===== config.mk =====
export PLATFORM = sky130hd
export DESIGN_NAME = dac_formatter
export DESIGN_NICKNAME = d
export VERILOG_FILES = /design/src/rtl/dac_formatter.sv
export SDC_FILE = /design/constraint.sdc
export NUM_CORES = 1
export LEC_CHECK = 0
export CAP_MARGIN = 20
export CORE_MARGIN = 2
export CORE_UTILIZATION = 50
export CTS_CLUSTER_SIZE = 20
export DETAILED_ROUTE_END_ITERATION = 7
export HOLD_SLACK_MARGIN = 0.08
export PLACE_DENSITY = 0.68
export SLEW_MARGIN = 20
export SYNTH_ARGS = -nofsm -noshare
export SYNTH_HDL_FRONTEND = slang
export SYNTH_SLANG_ARGS = --single-unit

===== constraint.sdc =====
create_clock -name clk -period 5.92 [get_ports clk]
set_input_delay 1.184 -clock clk [delete_from_list [all_inputs] [get_ports clk]]
set_output_delay 1.184 -clock clk [all_outputs]
set_load 0.05 [all_outputs]

===== src/rtl/dac_formatter.sv =====
// rtl/dac_formatter.sv - gain, round/saturate, soft-mute ramp and DAC word formatting
//
// Final Tx stage at the DAC sample clock. Three-stage pipeline:
//   S1 shift by gain_sh, round away DROP LSBs, clamp to OUT_W
//   S2 scale by the mute ramp level captured when the sample was accepted
//   S3 two's-complement / offset-binary formatting, saturation flag and counter
//
// Ports:
//   clk, rst       DAC sample clock, synchronous active-high reset
//   en             1 = unmute (ramp up / run), 0 = mute (ramp down / idle)
//   gain_sh        left shift 0..7 applied with each accepted sample
//   offset_bin     1 = offset-binary output, 0 = two's complement
//   sat_clr        clears sat_count (wins over a same-cycle increment)
//   in_valid       qualifies in_sample
//   in_sample      signed IN_W-bit input sample
//   out_valid      qualifies out_dac, 3 cycles after in_valid
//   out_dac        formatted DAC word
//   sat_flag       set on the out_valid beat whose sample was clamped
//   sat_count      saturated-sample count, sticks at all-ones
//   state          0 IDLE, 1 RAMP_UP, 2 RUN, 3 RAMP_DOWN
module dac_formatter #(
  parameter int IN_W      = 20,
  parameter int OUT_W     = 14,
  parameter int RAMP_LOG2 = 4,
  parameter int CNT_W     = 16
) (
  input  logic             clk,
  input  logic             rst,
  input  logic             en,
  input  logic [2:0]       gain_sh,
  input  logic             offset_bin,
  input  logic             sat_clr,
  input  logic             in_valid,
  input  logic [IN_W-1:0]  in_sample,
  output logic             out_valid,
  output logic [OUT_W-1:0] out_dac,
  output logic             sat_flag,
  output logic [CNT_W-1:0] sat_count,
  output logic [1:0]       state
);

  localparam int DROP = IN_W - OUT_W;
  // One extra bit above IN_W+7 keeps the rounding add from overflowing.
  localparam int XW   = IN_W + 8;
  localparam int LW   = RAMP_LOG2 + 1;
  localparam int PW   = OUT_W + LW + 1;

  localparam logic signed [XW-1:0] RND  = XW'(1) << (DROP - 1);
  localparam logic signed [XW-1:0] RMAX = (XW'(1) << (OUT_W - 1)) - XW'(1);
  localparam logic signed [XW-1:0] RMIN = -(XW'(1) << (OUT_W - 1));
  localparam logic [OUT_W-1:0] OMAX = {1'b0, {(OUT_W-1){1'b1}}};
  localparam logic [OUT_W-1:0] OMIN = {1'b1, {(OUT_W-1){1'b0}}};
  localparam logic [LW-1:0]    LVL_FULL = {1'b1, {RAMP_LOG2{1'b0}}};
  localparam logic [CNT_W-1:0] CNT_MAX  = '1;

  typedef enum logic [1:0] {
    IDLE      = 2'd0,
    RAMP_UP   = 2'd1,
    RUN       = 2'd2,
    RAMP_DOWN = 2'd3
  } state_t;

  state_t          st;
  logic [LW-1:0]   level;
  logic [LW-1:0]   lvl_up;
  logic [LW-1:0]   lvl_dn;

  assign state = st;

  // ---------------- S1: gain, round, clamp ----------------
  logic signed [XW-1:0] x_sh;
  logic signed [XW-1:0] x_rnd;
  logic signed [XW-1:0] r_full;
  logic                 sat_hi;
  logic                 sat_lo;
  logic [OUT_W-1:0]     r_sat;

  always_comb begin
    x_sh   = {{(XW-IN_W){in_sample[IN_W-1]}}, in_sample} <<< gain_sh;
    x_rnd  = x_sh + RND;
    r_full = x_rnd >>> DROP;
    sat_hi = r_full > RMAX;
    sat_lo = r_full < RMIN;
    r_sat  = sat_hi ? OMAX : (sat_lo ? OMIN : r_full[OUT_W-1:0]);
  end

  logic                    v1;
  logic signed [OUT_W-1:0] r1;
  logic                    s1;
  logic [LW-1:0]           l1;

  // ---------------- S2: ramp scaling ----------------
  logic signed [PW-1:0] r1_x;
  logic signed [PW-1:0] l1_x;
  logic signed [PW-1:0] prod;
  logic                 prod_unused;

  always_comb begin
    r1_x = {{(PW-OUT_W){r1[OUT_W-1]}}, r1};
    l1_x = {{(PW-LW){1'b0}}, l1};
    prod = r1_x * l1_x;
  end

  // Taking bits [RAMP_LOG2 +: OUT_W] is the arithmetic floor shift; the
  // product never exceeds |r| * 2^RAMP_LOG2, so the upper bits are sign only.
  assign prod_unused = ^{prod[PW-1:RAMP_LOG2+OUT_W], prod[RAMP_LOG2-1:0]};

  logic             v2;
  logic [OUT_W-1:0] y2;
  logic             s2;

  always_ff @(posedge clk) begin
    if (rst) begin
      v1        <= 1'b0;
      r1        <= '0;
      s1        <= 1'b0;
      l1        <= '0;
      v2        <= 1'b0;
      y2        <= '0;
      s2        <= 1'b0;
      out_valid <= 1'b0;
      out_dac   <= '0;
      sat_flag  <= 1'b0;
      sat_count <= '0;
    end else begin
      v1 <= in_valid;
      if (in_valid) begin
        r1 <= r_sat;
        s1 <= sat_hi | sat_lo;
        l1 <= level;
      end

      v2 <= v1;
      if (v1) begin
        y2 <= prod[RAMP_LOG2 +: OUT_W];
        s2 <= s1;
      end

      // ---------------- S3: format, flag, count ----------------
      out_valid <= v2;
      sat_flag  <= v2 & s2;
      if (v2) begin
        out_dac <= offset_bin ? {~y2[OUT_W-1], y2[OUT_W-2:0]} : y2;
      end
      if (sat_clr) begin
        sat_count <= '0;
      end else if (v2 && s2 && sat_count != CNT_MAX) begin
        sat_count <= sat_count + 1'b1;
      end
    end
  end

  // ---------------- mute ramp FSM ----------------
  // The level only moves on in_valid cycles and the accepted sample has
  // already captured the old level into l1. The guards stop a ramp that was
  // reversed before any sample arrived from stepping past 0 or full scale.
  assign lvl_up = (in_valid && level != LVL_FULL) ? level + 1'b1 : level;
  assign lvl_dn = (in_valid && level != '0)       ? level - 1'b1 : level;

  always_ff @(posedge clk) begin
    if (rst) begin
      st    <= IDLE;
      level <= '0;
    end else begin
      case (st)
        IDLE: begin
          level <= '0;
          if (en) st <= RAMP_UP;
        end
        RAMP_UP: begin
          level <= lvl_up;
          if (!en)                    st <= RAMP_DOWN;
          else if (lvl_up == LVL_FULL) st <= RUN;
        end
        RUN: begin
          level <= LVL_FULL;
          if (!en) st <= RAMP_DOWN;
        end
        RAMP_DOWN: begin
          level <= lvl_dn;
          if (en)                st <= RAMP_UP;
          else if (lvl_dn == '0) st <= IDLE;
        end
      endcase
    end
  end

endmodule

==> run metrics <==
register area 1520 um2; width of the die 123 um; Compound-Gate Fraction of Synth Area 11.8%; first-pass GRT wire length 25,600 um; Post-Synth Simple-Gate Area 20.8%; post-synthesis adder-cell area fraction 17.9%; dpl hpwl 11,800 um; area of the multi-input gates 5080 um2; Num CTS Buffers 9; sequential element share of the synthesized area 21.3%; Slew HR 39.8%; RSZ-0062 raised after global routing false; setup tns final 0 ps; Layout Skew 4.44 ps; # setup viols final 0; Worst Setup Start Kind input port; post-layout util 58.4%; Hold-fix buffers, CTS 0; EDFF count, synth 0; Routed WL per cell 14.6 um; Max Freq 0.207 GHz; GPL Wtd Cong 0.858; max_cap viols 0; most frequent cell after synthesis nor2_1; Synth top area share 21.3%; Filler cells 1,247; CP Class in -> reg; mux share of post-synthesis cell area 14.1%; cell type with the largest total area after synthesis dfxtp_1; IO Pins 63; Async SR Flop Fraction 0%; H-tree Lvls 3; final net count 954; router iterations before antenna repair 4; Final Hold Vio Count 0; syn avg cell area 8.84 um2; met3 routed wirelength 336 um; Port Buf Inserts 62; Die H 123 um; row cnt 43; Critical Path RT 6090 ps; vias per inst 5.47; Detail Route met2 WL 7420 um; final period utilization 81.6%; Leak 0.00341 uW; power per cell area 179 nW/um2; Peak supply drop 0.129 mV; largest net degree at the start of global routing 37; status complete, no violations; Tightest Pin Transition 902 ps; Top FF cell, synth dfxtp_1; post-route ant nets 0; Metal-1 WL 6990 um; Bufs on Longest Clock Path 2; vias 5,637; layout cells sized above 1 8.00%; count of final max-slew check failures 0; CTS tree done; Die Area 15,200 um2; Yosys Warn Count 0; clock input transition at the sequential cells of the worst setup and hold paths 60 ps; gr ovfl total 0; number of global-route vias before repair 5,572; hold_ws 474 ps; Post-Route WL 15,000 um; Starting Density 51.4%; clk sinks 76; Layout Cell Area excl Fill 8110 um2; Post-DP Area 7800 um2; Syn-to-layout area delta 13.7%; Synth Register Bits 76; Post-CTS Setup Inserts 0; Post-Syn Area 7130 um2; Top Metal Used met4; synth unique cells 72; core area 13,900 um2; hold crit path type reg -> reg; Placed Instances 1,016; top cells by count, synth nor2_1, inv_1, dfxtp_1; Synth Instances 807; Non-Filler Instances 1,030; post-CTS sizing 0; xor and xnor fraction of the mapped netlist area 6.61%; ranking of synthesized cells by area dfxtp_1, fa_1, mux2i_1; Critical Path End Type flop; worst-path maximum fanout 22; largest family of logic cells by synthesized area simple AND/OR/NAND/NOR gates; syn_nets 914; drt drc 0; Root Driver clkbuf_16; WP data arrival 5010 ps; Clock Latency Late Sink 330 ps; initial DRC count 229; initial antenna violation count 0; Antenna diodes 0; Final min period 4830 ps; Tot GR Track Use 20.7%
## metal layers
layer	global-route usage, %	vias to the layer above
met5	0	-
met4	6.96	0
met2	35.6	81
li1	-	2849
met3	2.49	18
met1	27.0	2689
## layout make-up
type                       instances  share of cell area, %
clock inverter                     4                  0.910
clock buffer                      10                   2.95
multi-input combinational        612                   62.7
inverter                          79                   3.66
sequential                        76                   18.8
timing repair buffer              69                   8.30
tap                              180                   2.78
## cell usage in the layout, fill, tap and decap left out, types with 5 or more instances in the layout
cell	netlist	layout
a211oi_1	10	10
a211oi_2	6	6
or3_1	5	5
xor2_1	22	22
o21ai_0	17	17
mux2i_1	49	49
and2_1	64	64
clkbuf_16	0	9
nor3_1	8	8
fa_1	40	40
ha_1	38	38
nand2_1	51	51
a21oi_1	27	27
a21o_1	6	6
or2_2	5	5
mux4_1	8	8
nor2_1	86	86
clkdlybuf4s50_1	0	62
xnor2_1	30	30
buf_4	2	7
nand4_1	15	15
mux2_2	15	15
inv_1	78	78
a311oi_2	5	5
nand3_1	26	26
mux4_2	5	5
dfxtp_1	76	76
nor2b_1	7	7
## worst paths after layout
check / start / to / slack (ps) / cells after the start
setup / recovery: gain_sh[2] / r1[1] / 1090 / 11
hold / removal: y2[4] / y2[4] / 470 / 2
setup reg to reg: l1[1] / y2[12] / 1230 / 16
hold reg to reg: y2[4] / y2[4] / 470 / 2
## through the flow
stage	setup slack [ps]	total power, uW
2_1_floorplan	1720	797
3_3_place_gp	969	867
3_5_place_dp	788	882
4_1_cts	1150	1460
5_1_grt	876	1510
6_report	1090	1450
## power by group
group / internal, uW / leakage [uW] / switching (uW)
clock network: 376 / 0.000155 / 199
logic: 135 / 0.00264 / 180
registers: 529 / 0.000617 / 28.8
total: 1040 / 0.00341 / 408
## logic make-up after synthesis
family | after synthesis
xor+xnor | 53
fa+ha+maj | 78
buf+inv | 119
simple gates | 291
flops | 76
compound gates | 111
mux | 79
## flip-flops by register name, indices dropped and copies added, names as in the netlist, 2 cells and up
signal and cells:
sat_count 16, out_dac 14, l1 5, level 5, r1 14, state 2
y2 14
## critical path: stages
cell and delay, ps:
clkdlybuf4s50_1 810, buf_4 370, mux2_2 380, o221a_2 290, nor3b_1 170, and3_1 270, and3_4 210, a21boi_0 330
nand2_1 230, o21bai_2 650, a311oi_1 110
Power figures use the tool's default switching activity.
